**src/rtl/halfduplex_shifter_if.sv**
```systemverilog
// Command/response channels between the fabric and the half-duplex bit engine.
// master = fabric side, slave = engine side.
interface halfduplex_shifter_if #(
  parameter int WIDTH = 8
);
  logic             cmd_valid;
  logic             cmd_ready;
  logic             cmd_write;
  logic [WIDTH-1:0] cmd_data;
  logic             rsp_valid;
  logic             rsp_ready;
  logic [WIDTH-1:0] rsp_data;
  logic             rsp_err;

  modport master (
    output cmd_valid, cmd_write, cmd_data, rsp_ready,
    input  cmd_ready, rsp_valid, rsp_data, rsp_err
  );

  modport slave (
    input  cmd_valid, cmd_write, cmd_data, rsp_ready,
    output cmd_ready, rsp_valid, rsp_data, rsp_err
  );
endinterface

```
**src/rtl/halfduplex_shifter.sv**
```systemverilog
// Half-duplex single-wire serializer/deserializer feeding a pad buffer; optional parity via HALFDUPLEX_PARITY_EN.
// Latency: write WIDTH*DIV+TURN+1 cycles to rsp_valid, read WIDTH*DIV+1 (each +DIV with parity).
// Backpressure: one command in flight; cmd_ready stays low until the response is taken with rsp_ready.
module halfduplex_shifter #(
  parameter int WIDTH = 8,
  parameter int DIV   = 4,
  parameter int TURN  = 2
) (
  input  logic                 clk,
  input  logic                 rst,
  halfduplex_shifter_if.slave  bus,
  output logic                 pad_o,
  output logic                 pad_oe,
  input  logic                 pad_i,
  output logic                 busy
);

`ifdef HALFDUPLEX_PARITY_EN
  localparam int NB = WIDTH + 1;
`else
  localparam int NB = WIDTH;
`endif
  localparam int CW = $clog2(DIV);
  localparam int IW = $clog2(NB + 1);
  localparam int TW = $clog2(TURN + 1);
  localparam logic [CW-1:0] CNT_LAST   = CW'(DIV - 1);
  localparam logic [CW-1:0] CNT_SAMPLE = CW'(DIV / 2);
  localparam logic [IW-1:0] IDX_LAST   = IW'(NB - 1);
  localparam logic [TW-1:0] TURN_LAST  = TW'(TURN - 1);

  typedef enum logic [2:0] {S_IDLE, S_TX, S_TURN, S_RX, S_RESP} state_t;

  state_t           state;
  logic [CW-1:0]    cnt;
  logic [IW-1:0]    idx;
  logic [TW-1:0]    tcnt;
  logic [WIDTH-1:0] word;
  // One spare LSB so the "next bit" tap sh[NB-1] exists even when NB is 1.
  logic [NB:0]      sh;
  logic [NB:0]      rx_nxt;
  logic [NB-1:0]    rx_fin;
  logic [NB-1:0]    tx_load;
  logic             rx_err;

  always_comb begin
    rx_nxt = {sh[NB-1:0], pad_i};
    // With DIV=2 the last sample lands on the same edge that closes the word.
    rx_fin = (cnt == CNT_SAMPLE) ? rx_nxt[NB-1:0] : sh[NB-1:0];
`ifdef HALFDUPLEX_PARITY_EN
    tx_load = {bus.cmd_data, ^bus.cmd_data};
    rx_err  = ^rx_fin;
`else
    tx_load = bus.cmd_data;
    rx_err  = 1'b0;
`endif
  end

  always_ff @(posedge clk or negedge rst) begin
    if (!rst) begin
      state         <= S_IDLE;
      cnt           <= '0;
      idx           <= '0;
      tcnt          <= '0;
      word          <= '0;
      sh            <= '0;
      bus.cmd_ready <= 1'b0;
      bus.rsp_valid <= 1'b0;
      bus.rsp_data  <= '0;
      bus.rsp_err   <= 1'b0;
      pad_o         <= 1'b0;
      pad_oe        <= 1'b0;
      busy          <= 1'b0;
    end else begin
      case (state)
        S_IDLE: begin
          if (bus.cmd_valid && bus.cmd_ready) begin
            bus.cmd_ready <= 1'b0;
            busy          <= 1'b1;
            cnt           <= '0;
            idx           <= '0;
            word          <= bus.cmd_data;
            if (bus.cmd_write) begin
              state  <= S_TX;
              sh     <= {tx_load, 1'b0};
              pad_oe <= 1'b1;
              pad_o  <= tx_load[NB-1];
            end else begin
              state <= S_RX;
              sh    <= '0;
            end
          end else begin
            bus.cmd_ready <= 1'b1;
          end
        end

        S_TX: begin
          if (cnt == CNT_LAST) begin
            cnt <= '0;
            if (idx == IDX_LAST) begin
              state  <= S_TURN;
              pad_oe <= 1'b0;
              pad_o  <= 1'b0;
              tcnt   <= '0;
            end else begin
              idx   <= idx + IW'(1);
              sh    <= sh << 1;
              pad_o <= sh[NB-1];
            end
          end else begin
            cnt <= cnt + CW'(1);
          end
        end

        S_TURN: begin
          if (tcnt == TURN_LAST) begin
            state         <= S_RESP;
            bus.rsp_valid <= 1'b1;
            bus.rsp_data  <= word;
            bus.rsp_err   <= 1'b0;
          end else begin
            tcnt <= tcnt + TW'(1);
          end
        end

        S_RX: begin
          if (cnt == CNT_SAMPLE) begin
            sh <= rx_nxt;
          end
          if (cnt == CNT_LAST) begin
            cnt <= '0;
            if (idx == IDX_LAST) begin
              state         <= S_RESP;
              bus.rsp_valid <= 1'b1;
              bus.rsp_data  <= rx_fin[NB-1 -: WIDTH];
              bus.rsp_err   <= rx_err;
            end else begin
              idx <= idx + IW'(1);
            end
          end else begin
            cnt <= cnt + CW'(1);
          end
        end

        S_RESP: begin
          if (bus.rsp_ready) begin
            state         <= S_IDLE;
            bus.rsp_valid <= 1'b0;
            bus.rsp_err   <= 1'b0;
            bus.cmd_ready <= 1'b1;
            busy          <= 1'b0;
          end
        end

        default: state <= S_IDLE;
      endcase
    end
  end

endmodule

```
**src/flat_wrapper.sv**
```systemverilog
// flat-port wrapper written by rule: the top's interface ports become plain ports
module halfduplex_shifter_flat 
#(
  parameter int WIDTH = 8,
  parameter int DIV   = 4,
  parameter int TURN  = 2
)
  (clk, rst, pad_o, pad_oe, pad_i, busy, bus_cmd_valid, bus_cmd_write, bus_cmd_data, bus_rsp_ready, bus_cmd_ready, bus_rsp_valid, bus_rsp_data, bus_rsp_err);
  halfduplex_shifter_if #(.WIDTH(WIDTH)) bus_i ();
  input  logic clk;
  input  logic rst;
  output logic pad_o;
  output logic pad_oe;
  input  logic pad_i;
  output logic busy;
  input wire logic [$bits(bus_i.cmd_valid)-1:0] bus_cmd_valid;
  input wire logic [$bits(bus_i.cmd_write)-1:0] bus_cmd_write;
  input wire logic [$bits(bus_i.cmd_data)-1:0] bus_cmd_data;
  input wire logic [$bits(bus_i.rsp_ready)-1:0] bus_rsp_ready;
  output wire logic [$bits(bus_i.cmd_ready)-1:0] bus_cmd_ready;
  output wire logic [$bits(bus_i.rsp_valid)-1:0] bus_rsp_valid;
  output wire logic [$bits(bus_i.rsp_data)-1:0] bus_rsp_data;
  output wire logic [$bits(bus_i.rsp_err)-1:0] bus_rsp_err;
  assign bus_i.cmd_valid = bus_cmd_valid;
  assign bus_i.cmd_write = bus_cmd_write;
  assign bus_i.cmd_data = bus_cmd_data;
  assign bus_i.rsp_ready = bus_rsp_ready;
  assign bus_cmd_ready = bus_i.cmd_ready;
  assign bus_rsp_valid = bus_i.rsp_valid;
  assign bus_rsp_data = bus_i.rsp_data;
  assign bus_rsp_err = bus_i.rsp_err;
  halfduplex_shifter #(.WIDTH(WIDTH), .DIV(DIV), .TURN(TURN)) u_core (.clk(clk), .rst(rst), .bus(bus_i), .pad_o(pad_o), .pad_oe(pad_oe), .pad_i(pad_i), .busy(busy));
endmodule
```
**config.mk**
```make
export PLATFORM = sky130hd
export DESIGN_NAME = halfduplex_shifter_flat
export DESIGN_NICKNAME = d
export VERILOG_FILES = /design/src/rtl/halfduplex_shifter_if.sv /design/src/rtl/halfduplex_shifter.sv /design/src/flat_wrapper.sv
export SDC_FILE = /design/constraint.sdc
export NUM_CORES = 1
export LEC_CHECK = 0
export BUFFER_PORTS_ARGS = -buffer_cell sky130_fd_sc_hd__buf_2
export CAP_MARGIN = 10
export CORE_MARGIN = 5
export CORE_UTILIZATION = 27
export CTS_BUF_LIST = sky130_fd_sc_hd__clkbuf_8
export DETAILED_ROUTE_END_ITERATION = 8
export GPL_TIMING_DRIVEN = 0
export SYNTH_ARGS = -nofsm -noshare
export SYNTH_HDL_FRONTEND = slang
export SYNTH_SLANG_ARGS = --single-unit
```
**constraint.sdc**
```tcl
create_clock -name clk -period 3.8 [get_ports clk]
set_input_delay 0.76 -clock clk [delete_from_list [all_inputs] [get_ports clk]]
set_output_delay 0.76 -clock clk [all_outputs]
set_load 0.05 [all_outputs]
```
==> results of run 1 <==
==> final cells by class <==
| class | instances | area (um2) | area share |
|---|---|---|---|
| clock buffers | 5 | 68.82 | 0.02895 |
| flip-flops and latches | 40 | 1001 | 0.4211 |
| well taps | 99 | 123.9 | 0.05211 |
| clock inverters | 3 | 38.79 | 0.01632 |
| multi-input cells | 126 | 952.2 | 0.4005 |
| plain buffers | 10 | 47.55 | 0.02000 |
| inverters | 4 | 15.01 | 0.006316 |
| repair buffers | 26 | 130.1 | 0.05474 |
==> flip-flops by register name, indices dropped and copies added, names as in the netlist <==
signal	count
u_core.pad_o	1
u_core.state	3
u_core.bus.cmd_ready	1
u_core.idx	4
u_core.pad_oe	1
u_core.bus.rsp_valid	1
u_core.sh	8
u_core.word	8
u_core.busy	1
u_core.bus.rsp_data	8
u_core.cnt	2
u_core.tcnt	2
==> path summary, 6_finish.rpt <==
path,start,to,cells past startpoint,slack [ns]
setup / recovery,bus_cmd_valid,u_core.word[2],5,1.75
hold / removal,u_core.bus.rsp_valid,u_core.bus.rsp_valid,1,0.48
setup reg to reg,u_core.cnt[0],u_core.sh[5],5,1.75
hold reg to reg,u_core.bus.rsp_valid,u_core.bus.rsp_valid,1,0.48
max in group asynchronous,rst,u_core.cnt[0],1,2.61
min in group asynchronous,rst,u_core.tcnt[1],1,0.60
==> through the flow <==
step / utilization / std cells
finish: 0.3278 / 313
global route: 0.3278 / 313
CTS: 0.3278 / 313
detailed placement: 0.3129 / 305
global placement: 0.3129 / 305
floorplan: - / 180
==> synth_stat cells, drive strengths merged, types with 4 or more instances <==
| cell type | number | area [um2] |
|---|---|---|
| nand3 | 5 | 30.03 |
| dfrtp | 40 | 1001 |
| clkbuf | 5 | 20.01 |
| o21ai | 8 | 40.04 |
| mux2i | 8 | 80.08 |
| nand2 | 25 | 93.84 |
| a22o | 7 | 61.31 |
| o221a | 8 | 90.09 |
| ha | 4 | 50.05 |
| buf | 5 | 27.53 |
| mux2 | 17 | 191.4 |
| inv | 4 | 15.01 |
| nor2 | 6 | 22.52 |
==> power groups by stage <==
stage | Sequential, mW | Clock (mW) | Combinational, mW
floorplan | 0.927 | 0 | 0.550
global placement | 0.741 | 0 | 0.939
detailed placement | 0.748 | 0 | 0.952
CTS | 0.742 | 0.358 | 0.955
global route | 0.768 | 0.375 | 1.04
finish | 0.742 | 0.344 | 0.942
==> cell families after synthesis <==
| group | after synthesis | share of synthesized area |
|---|---|---|
| other | 1 | 0.001860 |
| buffers and inverters | 14 | 0.03103 |
| AOI/OAI and AO/OA | 44 | 0.1800 |
| and+or+nand+nor | 52 | 0.1310 |
| DFF | 40 | 0.4966 |
| muxes | 25 | 0.1347 |
| adders and majority gates | 4 | 0.02483 |
==> metal layers <==
metal  up-vias  GRT usage
li1        740          -
met1       752     0.1527
met2        27     0.1685
met3         6    0.03718
met4         0    0.03388
met5         -          0
==> flow_metrics.env, run 1 <==
export IMPL_status="complete, no violations"
export IMPL_end_kind="register"
export IMPL_synthCells=180
export IMPL_crit_type="primary input to register"
export IMPL_avgSynthCellArea_um2=11.20
export IMPL_grt_max_degree=41
export IMPL_layout_commonest_cell="dfrtp_1"
export IMPL_crit_path_cell_trace="buf_2, nand2_1, nor4_2, buf_2, mux2_2"
export IMPL_die_h_um=96.41
export IMPL_worstMarginPinSlew_ns=0.9333
export IMPL_combPwrFrac=0.464
export IMPL_synth_yosys_warnings=0
export IMPL_postCtsHoldBufs=0
export IMPL_synth_seq_area_share=0.4966
export IMPL_ant_nets=0
export IMPL_highest_layer="met4"
export IMPL_syn_cell_area_um2=2016
export IMPL_setup_violations=0
export IMPL_m1WireLength_um=2260
export IMPL_routed_via_density=4.872
export IMPL_crit_path_top_delay_cell="nor4_2"
export IMPL_final_nets=231
export IMPL_p_sw_frac=0.4189
export IMPL_wl_met3_um=248
export IMPL_crit_arrival_ns=2.24
export IMPL_hold_path_class="register to register"
export IMPL_cts_resized=0
export IMPL_initial_utilization=0.2779
export IMPL_crit_buf_inv=2
export IMPL_cts_setup_buffers=0
export IMPL_seqPwrFrac=0.366
export IMPL_ios=28
export IMPL_cts_tree="built"
export IMPL_postPlaceCellArea_um2=2270
export IMPL_slew_headroom=0.3778
export IMPL_clockRootBuffer="clkbuf_8"
export IMPL_max_freq_ghz=0.4869
export IMPL_syn_nets=198
export IMPL_core_um2=7253
export IMPL_cp_required_ns=3.99
export IMPL_cpMostUsedCell="buf_2"
export IMPL_power_internal_mw=1.178
export IMPL_setup_slack_ns=1.746
export IMPL_finalCritPeriodShare=0.5405
export IMPL_clockPowerShare=0.170
export IMPL_detail_route_wirelength_um=4677
export IMPL_firstDrtPassIters=4
export IMPL_grt_total_usage=0.1120
export IMPL_finClkSkew_ns=0.007010
export IMPL_routed_wl_met2_um=2109
export IMPL_die_area_um2=9294
export IMPL_grt_overflow_total=0
export IMPL_final_max_slew_violation_count=0
export IMPL_num_rows=31
export IMPL_fillCellCount=749
export IMPL_antenna_cells=0
export IMPL_antenna_found_initial=0
export IMPL_final_setup_tns_ns=0
export IMPL_finalHoldViolations=0
export IMPL_place_ws_ns=1.453
export IMPL_clkSinkCount=40
export IMPL_place_gp_congestion=0.8118
export IMPL_synth_async_reset_ratio=1.000
export IMPL_clkTransAtPathRegs_ns=0.08
export IMPL_synth_distinct_cells=42
export IMPL_drv_cap=0
export IMPL_die_x_um=96.41
export IMPL_power_mw=2.028
export IMPL_drive_gt1_frac=0.3224
export IMPL_leakage_nw=1.041
export IMPL_mostFrequentLayoutCells="dfrtp_1 (40), buf_2 (30), nand2_1 (25), mux2_2 (17)"
export IMPL_htree_levels=2
export IMPL_numPortBuffers=26
export IMPL_critical_path_max_stage_delay_ns=0.49
export IMPL_vias=1525
export IMPL_grt_pass1_wl_um=7893
export IMPL_ir_drop_mv=0.1885
export IMPL_initialDrtViolationCount=83
export IMPL_cts_buffers=5
export IMPL_worstSkewPairLatency_ns=0.29
export IMPL_start_kind="primary input"
export IMPL_crit_family="simple AND/OR/NAND/NOR gates"
export IMPL_synth_edf_count=0
export IMPL_drc_errors=0
export IMPL_grt_pass1_vias=1518
export IMPL_avgRoutedWirePerCell_um=14.94
export IMPL_critPathMaxFanout=10
export IMPL_area_growth_pct=17.94
export IMPL_ys_ff_latch=40
export IMPL_powerDensity_nw_per_um2=853.1
export IMPL_rsz0062_at_grt="false"
export IMPL_fin_area_um2=2377
export IMPL_period_minus_slack_ns=2.054
export IMPL_holdWs_ns=0.4812
export IMPL_power_switching_mw=0.8496
export IMPL_place_hpwl_um=3260
export IMPL_synthFlopType="dfrtp_1"
export IMPL_cts_max_path_buffers=2
Note: power is estimated with default switching activity, not from simulation.
==> run 2: changes to the inputs <==
clock period = 2.15 ns   (was 3.8 ns; I/O delays follow)
==> run 2 against run 1 <==
Net effect: register-to-register slack got worse by 1.5 ns; wire length barely moved; global-route usage did not move; flip-flop and latch count did not move; critical path type is now register to register; critical endpoint is now u_core.sh[5]; largest cell class unchanged.
==> flow_metrics.env, run 2 (same netlist as run 1, synthesis figures left out) <==
export IMPL_status="complete, no violations"
export IMPL_place_gp_congestion=0.8118
export IMPL_cts_max_path_buffers=2
export IMPL_grt_max_degree=41
export IMPL_crit_arrival_ns=2.13
export IMPL_slew_headroom=0.3815
export IMPL_firstDrtPassIters=4
export IMPL_antenna_found_initial=0
export IMPL_hold_path_class="primary input to asynchronous set/reset pin"
export IMPL_avgRoutedWirePerCell_um=14.89
export IMPL_die_area_um2=9294
export IMPL_final_max_slew_violation_count=0
export IMPL_end_kind="register"
export IMPL_finClkSkew_ns=0.004215
export IMPL_numPortBuffers=26
export IMPL_ir_drop_mv=0.3864
export IMPL_crit_type="register to register"
export IMPL_dpl_cell_count=305
export IMPL_max_freq_ghz=0.5130
export IMPL_cts_buffers=5
export IMPL_core_um2=7253
export IMPL_clkTransAtPathRegs_ns=0.08
export IMPL_finalCritPeriodShare=0.9067
export IMPL_mostFrequentLayoutCells="dfrtp_1 (40), buf_2 (30), nand2_1 (25), mux2_2 (17)"
export IMPL_drive_gt1_frac=0.3256
export IMPL_rsz0062_at_grt="false"
export IMPL_clkSinkCount=40
export IMPL_period_minus_slack_ns=1.949
export IMPL_fillCellCount=746
export IMPL_place_ws_ns=0.09826
export IMPL_ant_nets=0
export IMPL_final_setup_tns_ns=0
export IMPL_setup_violations=0
export IMPL_initialDrtViolationCount=85
export IMPL_cts_tree="built"
export IMPL_stdcell_count=314
export IMPL_setup_slack_ns=0.2005
export IMPL_die_h_um=96.41
export IMPL_grt_overflow_total=0
export IMPL_ios=28
export IMPL_layout_commonest_cell="dfrtp_1"
export IMPL_initial_utilization=0.2779
export IMPL_worstMarginPinSlew_ns=0.9277
export IMPL_postCtsHoldBufs=0
export IMPL_leakage_nw=1.050
export IMPL_drv_cap=0
export IMPL_power_mw=3.651
export IMPL_htree_levels=2
export IMPL_finalHoldViolations=0
export IMPL_vias=1509
export IMPL_reg_top3="u_core.bus.rsp_data: 8 flops, u_core.sh: 8 flops, u_core.word: 8 flops"
export IMPL_routed_via_density=4.806
export IMPL_powerDensity_nw_per_um2=1523
export IMPL_worstSkewPairLatency_ns=0.29
export IMPL_drc_errors=0
export IMPL_clockRootBuffer="clkbuf_8"
export IMPL_num_rows=31
export IMPL_grt_pass1_vias=1518
export IMPL_critPathMaxFanout=9
export IMPL_die_x_um=96.41
export IMPL_detail_route_wirelength_um=4676
export IMPL_area_growth_pct=18.93
export IMPL_place_hpwl_um=3260
export IMPL_cp_required_ns=2.33
export IMPL_start_kind="register"
export IMPL_grt_pass1_wl_um=7893
export IMPL_final_nets=232
export IMPL_antenna_cells=0
export IMPL_grt_total_usage=0.1120
==> run 2: where the power goes <==
part	internal, mW	switching (mW)	total [mW]
registers	1.08	0.233	1.31
logic	0.722	1.01	1.73
clock network	0.340	0.269	0.609
total	2.14	1.51	3.65
==> run 2: layout make-up <==
type,instances,area [um2],share of cell area
Buffer,10,47.55,0.01983
Clock buffer,5,68.82,0.02871
Clock inverter,3,38.79,0.01618
Inverter,4,15.01,0.006263
Multi-Input combinational cell,126,952.2,0.3972
Sequential cell,40,1001,0.4175
Tap cell,99,123.9,0.05167
Timing Repair Buffer,27,150.1,0.06263
==> run 2: what timing repair did <==
| action | 4_1_cts | 5_1_grt |
|---|---|---|
| endpoints found under the setup margin | 0 | 7 |
| gates resized for setup | 0 | 0 |
| buffers inserted | 0 | 1 |
| hold endpoints to repair | 0 | 0 |
==> run 2: critical path, stage by stage, from the launching register on <==
cell and delay [ns]:
dfrtp_1 0.40, ha_1 0.16, clkbuf_1 0.32, a311oi_2 0.20, a211oi_4 0.27, buf_12 0.16
mux2_2 0.33
==> run 2: worst paths after layout <==
check,from,end,slack (ns),cells past startpoint
max in group asynchronous,rst,u_core.word[7],1.30,1
hold reg to reg,u_core.bus.rsp_valid,u_core.bus.rsp_valid,0.49,1
setup reg to reg,u_core.cnt[0],u_core.sh[5],0.20,6
setup / recovery,u_core.cnt[0],u_core.sh[5],0.20,6
min in group clk,bus_cmd_data[1],u_core.word[1],0.38,2
hold / removal,rst,u_core.tcnt[1],0.27,1
==> run 2: metrics by stage <==
stage	utilization	area [um2]	hold WS, ns
floorplan	-	2016	0.1344
global placement	0.3129	2270	0.4624
detailed placement	0.3129	2270	0.4686
CTS	0.3278	2377	0.3053
global route	0.3305	2397	0.3484
finish	0.3305	2397	0.2726
==> run 2: metal layers <==
layer | GRT usage | share of wire | up-vias
met5 | 0 | 0 | -
met4 | 0.03388 | 0.014 | 0
met3 | 0.03718 | 0.044 | 6
met2 | 0.1685 | 0.46 | 24
met1 | 0.1527 | 0.48 | 741
li1 | - | - | 738
==> run 3: changes to the inputs <==
--- a/config.mk
+++ b/config.mk
@@ -9,8 +9,9 @@
 export CAP_MARGIN = 10
 export CORE_MARGIN = 5
-export CORE_UTILIZATION = 27
+export CORE_UTILIZATION = 54
 export CTS_BUF_LIST = sky130_fd_sc_hd__clkbuf_8
 export DETAILED_ROUTE_END_ITERATION = 8
 export GPL_TIMING_DRIVEN = 0
+export PLACE_DENSITY = 0.76
 export SYNTH_ARGS = -nofsm -noshare
 export SYNTH_HDL_FRONTEND = slang
==> constraint.sdc (replaced) <==
create_clock -name clk -period 2.15 [get_ports clk]
set_input_delay 0.215 -clock clk [delete_from_list [all_inputs] [get_ports clk]]
set_output_delay 0.215 -clock clk [all_outputs]
set_load 0.05 [all_outputs]
==> run 3 against run 2 <==
Net effect: register-to-register slack barely moved; hold slack worse by 0.24 ns; die area decreased by 46%; maximum frequency increased by 0.42%; largest power group unchanged; critical path depth increased by 1; total power is 0.10% higher; flip-flop and latch count unchanged.
==> flow_metrics.env, run 3 (same netlist as run 1, synthesis figures left out) <==
export IMPL_status="complete, no violations"
export IMPL_period_minus_slack_ns=1.941
export IMPL_crit_arrival_ns=2.12
export IMPL_grt_total_usage=0.1906
export IMPL_finalHoldViolations=0
export IMPL_r2r_end="u_core.sh[1]"
export IMPL_leakage_nw=1.050
export IMPL_final_nets=232
export IMPL_final_setup_tns_ns=0
export IMPL_end_kind="register"
export IMPL_seqPwrFrac=0.358
export IMPL_start_kind="register"
export IMPL_globalRouteMet2Util=0.3028
export IMPL_avgRoutedWirePerCell_um=16.82
export IMPL_power_internal_mw=2.138
export IMPL_grt_busiest_layer="met2"
export IMPL_ant_nets=0
export IMPL_cts_resized=0
export IMPL_slew_headroom=0.4093
export IMPL_grt_pass1_wl_um=7659
export IMPL_place_gp_congestion=0.8691
export IMPL_mostFrequentLayoutCells="dfrtp_1 (40), buf_2 (30), nand2_1 (25), mux2_2 (17)"
export IMPL_antenna_found_initial=0
export IMPL_power_switching_mw=1.517
export IMPL_routed_via_density=5.943
export IMPL_max_freq_ghz=0.5151
export IMPL_num_rows=22
export IMPL_firstDrtPassIters=4
export IMPL_die_x_um=71.10
export IMPL_die_area_um2=5055
export IMPL_htree_levels=2
export IMPL_detail_route_wirelength_um=4423
export IMPL_rsz0062_at_grt="false"
export IMPL_initial_utilization=0.5548
export IMPL_clkSinkCount=40
export IMPL_clockPowerShare=0.162
export IMPL_ios=28
export IMPL_p_sw_frac=0.4150
export IMPL_drc_errors=0
export IMPL_vias=1563
export IMPL_grtUsageMet1=0.2507
export IMPL_critPathMaxFanout=10
export IMPL_crit_end="u_core.sh[1]"
export IMPL_setup_violations=0
export IMPL_drive_gt1_frac=0.3256
export IMPL_grt_pass1_vias=1586
export IMPL_cts_buffers=5
export IMPL_clkTransAtPathRegs_ns=0.08
export IMPL_area_growth_pct=15.77
export IMPL_hold_path_class="primary input to asynchronous set/reset pin"
export IMPL_setup_worst_path_start="u_core.cnt[0]"
export IMPL_layout_commonest_cell="dfrtp_1"
export IMPL_antenna_cells=0
export IMPL_initialDrtViolationCount=116
export IMPL_drv_cap=0
export IMPL_met3_usage=0.04119
export IMPL_r2r_slack_ns=0.21
export IMPL_finClkSkew_ns=0.004270
export IMPL_worstMarginPinSlew_ns=0.8861
export IMPL_grt_max_degree=41
export IMPL_grt_overflow_total=0
export IMPL_combPwrFrac=0.480
export IMPL_cts_max_path_buffers=2
export IMPL_worstSkewPairLatency_ns=0.29
export IMPL_powerDensity_nw_per_um2=1566
export IMPL_reg_top3="u_core.bus.rsp_data: 8 flops, u_core.sh: 8 flops, u_core.word: 8 flops"
export IMPL_ir_drop_mv=0.6758
export IMPL_rr_startpoint="u_core.cnt[0]"
export IMPL_cts_tree="built"
export IMPL_crit_type="register to register"
export IMPL_numPortBuffers=26
export IMPL_core_um2=3633
export IMPL_place_hpwl_um=3187
export IMPL_cp_required_ns=2.33
export IMPL_r2r_cells=7
export IMPL_clockRootBuffer="clkbuf_8"
export IMPL_finalCritPeriodShare=0.9030
export IMPL_die_h_um=71.10
export IMPL_power_mw=3.655
export IMPL_final_max_slew_violation_count=0
[run 3: cell counts in the layout (fill, tap and decap cells not counted)]
No cell type changed its count.
[run 3: per-layer routing]
layer / share of wire / vias to the layer above / wire length [um]
li1: - / 736 / -
met1: 0.44 / 778 / 1952
met2: 0.50 / 36 / 2190
met3: 0.040 / 13 / 175
met4: 0.024 / 0 / 104
met5: 0 / - / 0
[run 3: timing repair]
item / CTS / global route
setup endpoints to repair: 0 / 6
setup buffers: 0 / 1
hold buffers: 0 / 0
[run 3: critical path: stages, from the launching register on]
cell and delay, ns:
dfrtp_1 0.41, inv_1 0.07, ha_1 0.13, clkbuf_2 0.29, nand2_1 0.15, a211oi_4 0.29, buf_12 0.16, mux2_2 0.33
[run 3: worst min-delay path by stage]
| stage | cells past startpoint | startpoint | to | slack, ns |
|---|---|---|---|---|
| after global routing | 1 | rst | u_core.tcnt[0] | 0.12 |
| after detailed placement | 1 | rst | u_core.idx[1] | 0.39 |
| after global placement | 1 | rst | u_core.tcnt[0] | 0.37 |
| final | 1 | rst | u_core.tcnt[0] | 0.03 |
| after floorplan | 0 | rst | u_core.bus.cmd_ready | -0.08 |
| after CTS | 1 | rst | u_core.bus.rsp_data[3] | 0.07 |
[run 3: power groups by stage]
| stage | clock network (mW) | registers [mW] | logic [mW] |
|---|---|---|---|
| 2_1_floorplan | 0 | 1.64 | 0.972 |
| 3_3_place_gp | 0 | 1.29 | 1.62 |
| 3_5_place_dp | 0 | 1.32 | 1.69 |
| 4_1_cts | 0.603 | 1.31 | 1.70 |
| 5_1_grt | 0.639 | 1.36 | 1.91 |
| 6_report | 0.594 | 1.31 | 1.75 |
[run 3: through the flow]
stage / util / instance area (um2) / setup WS [ns] / hold slack [ns] / instances
6_report: 0.6422 / 2333 / 0.2086 / 0.03283 / 263
5_1_grt: 0.6422 / 2333 / 0.06677 / 0.1250 / 263
4_1_cts: 0.6367 / 2313 / 0.07923 / 0.06910 / 262
3_5_place_dp: 0.6071 / 2206 / 0.08862 / 0.3862 / 254
3_3_place_gp: 0.6071 / 2206 / 0.1522 / 0.3701 / 254
2_1_floorplan: - / 2016 / 0.2844 / -0.08059 / 180
[run 3: layout make-up]
type / count / area, um2
Buffer: 10 / 47.55
Multi-Input combinational cell: 126 / 952.2
Tap cell: 48 / 60.06
Clock buffer: 5 / 68.82
Fill cell: 313 / 1300
Sequential cell: 40 / 1001
Clock inverter: 3 / 38.79
Timing Repair Buffer: 27 / 150.1
Inverter: 4 / 15.01
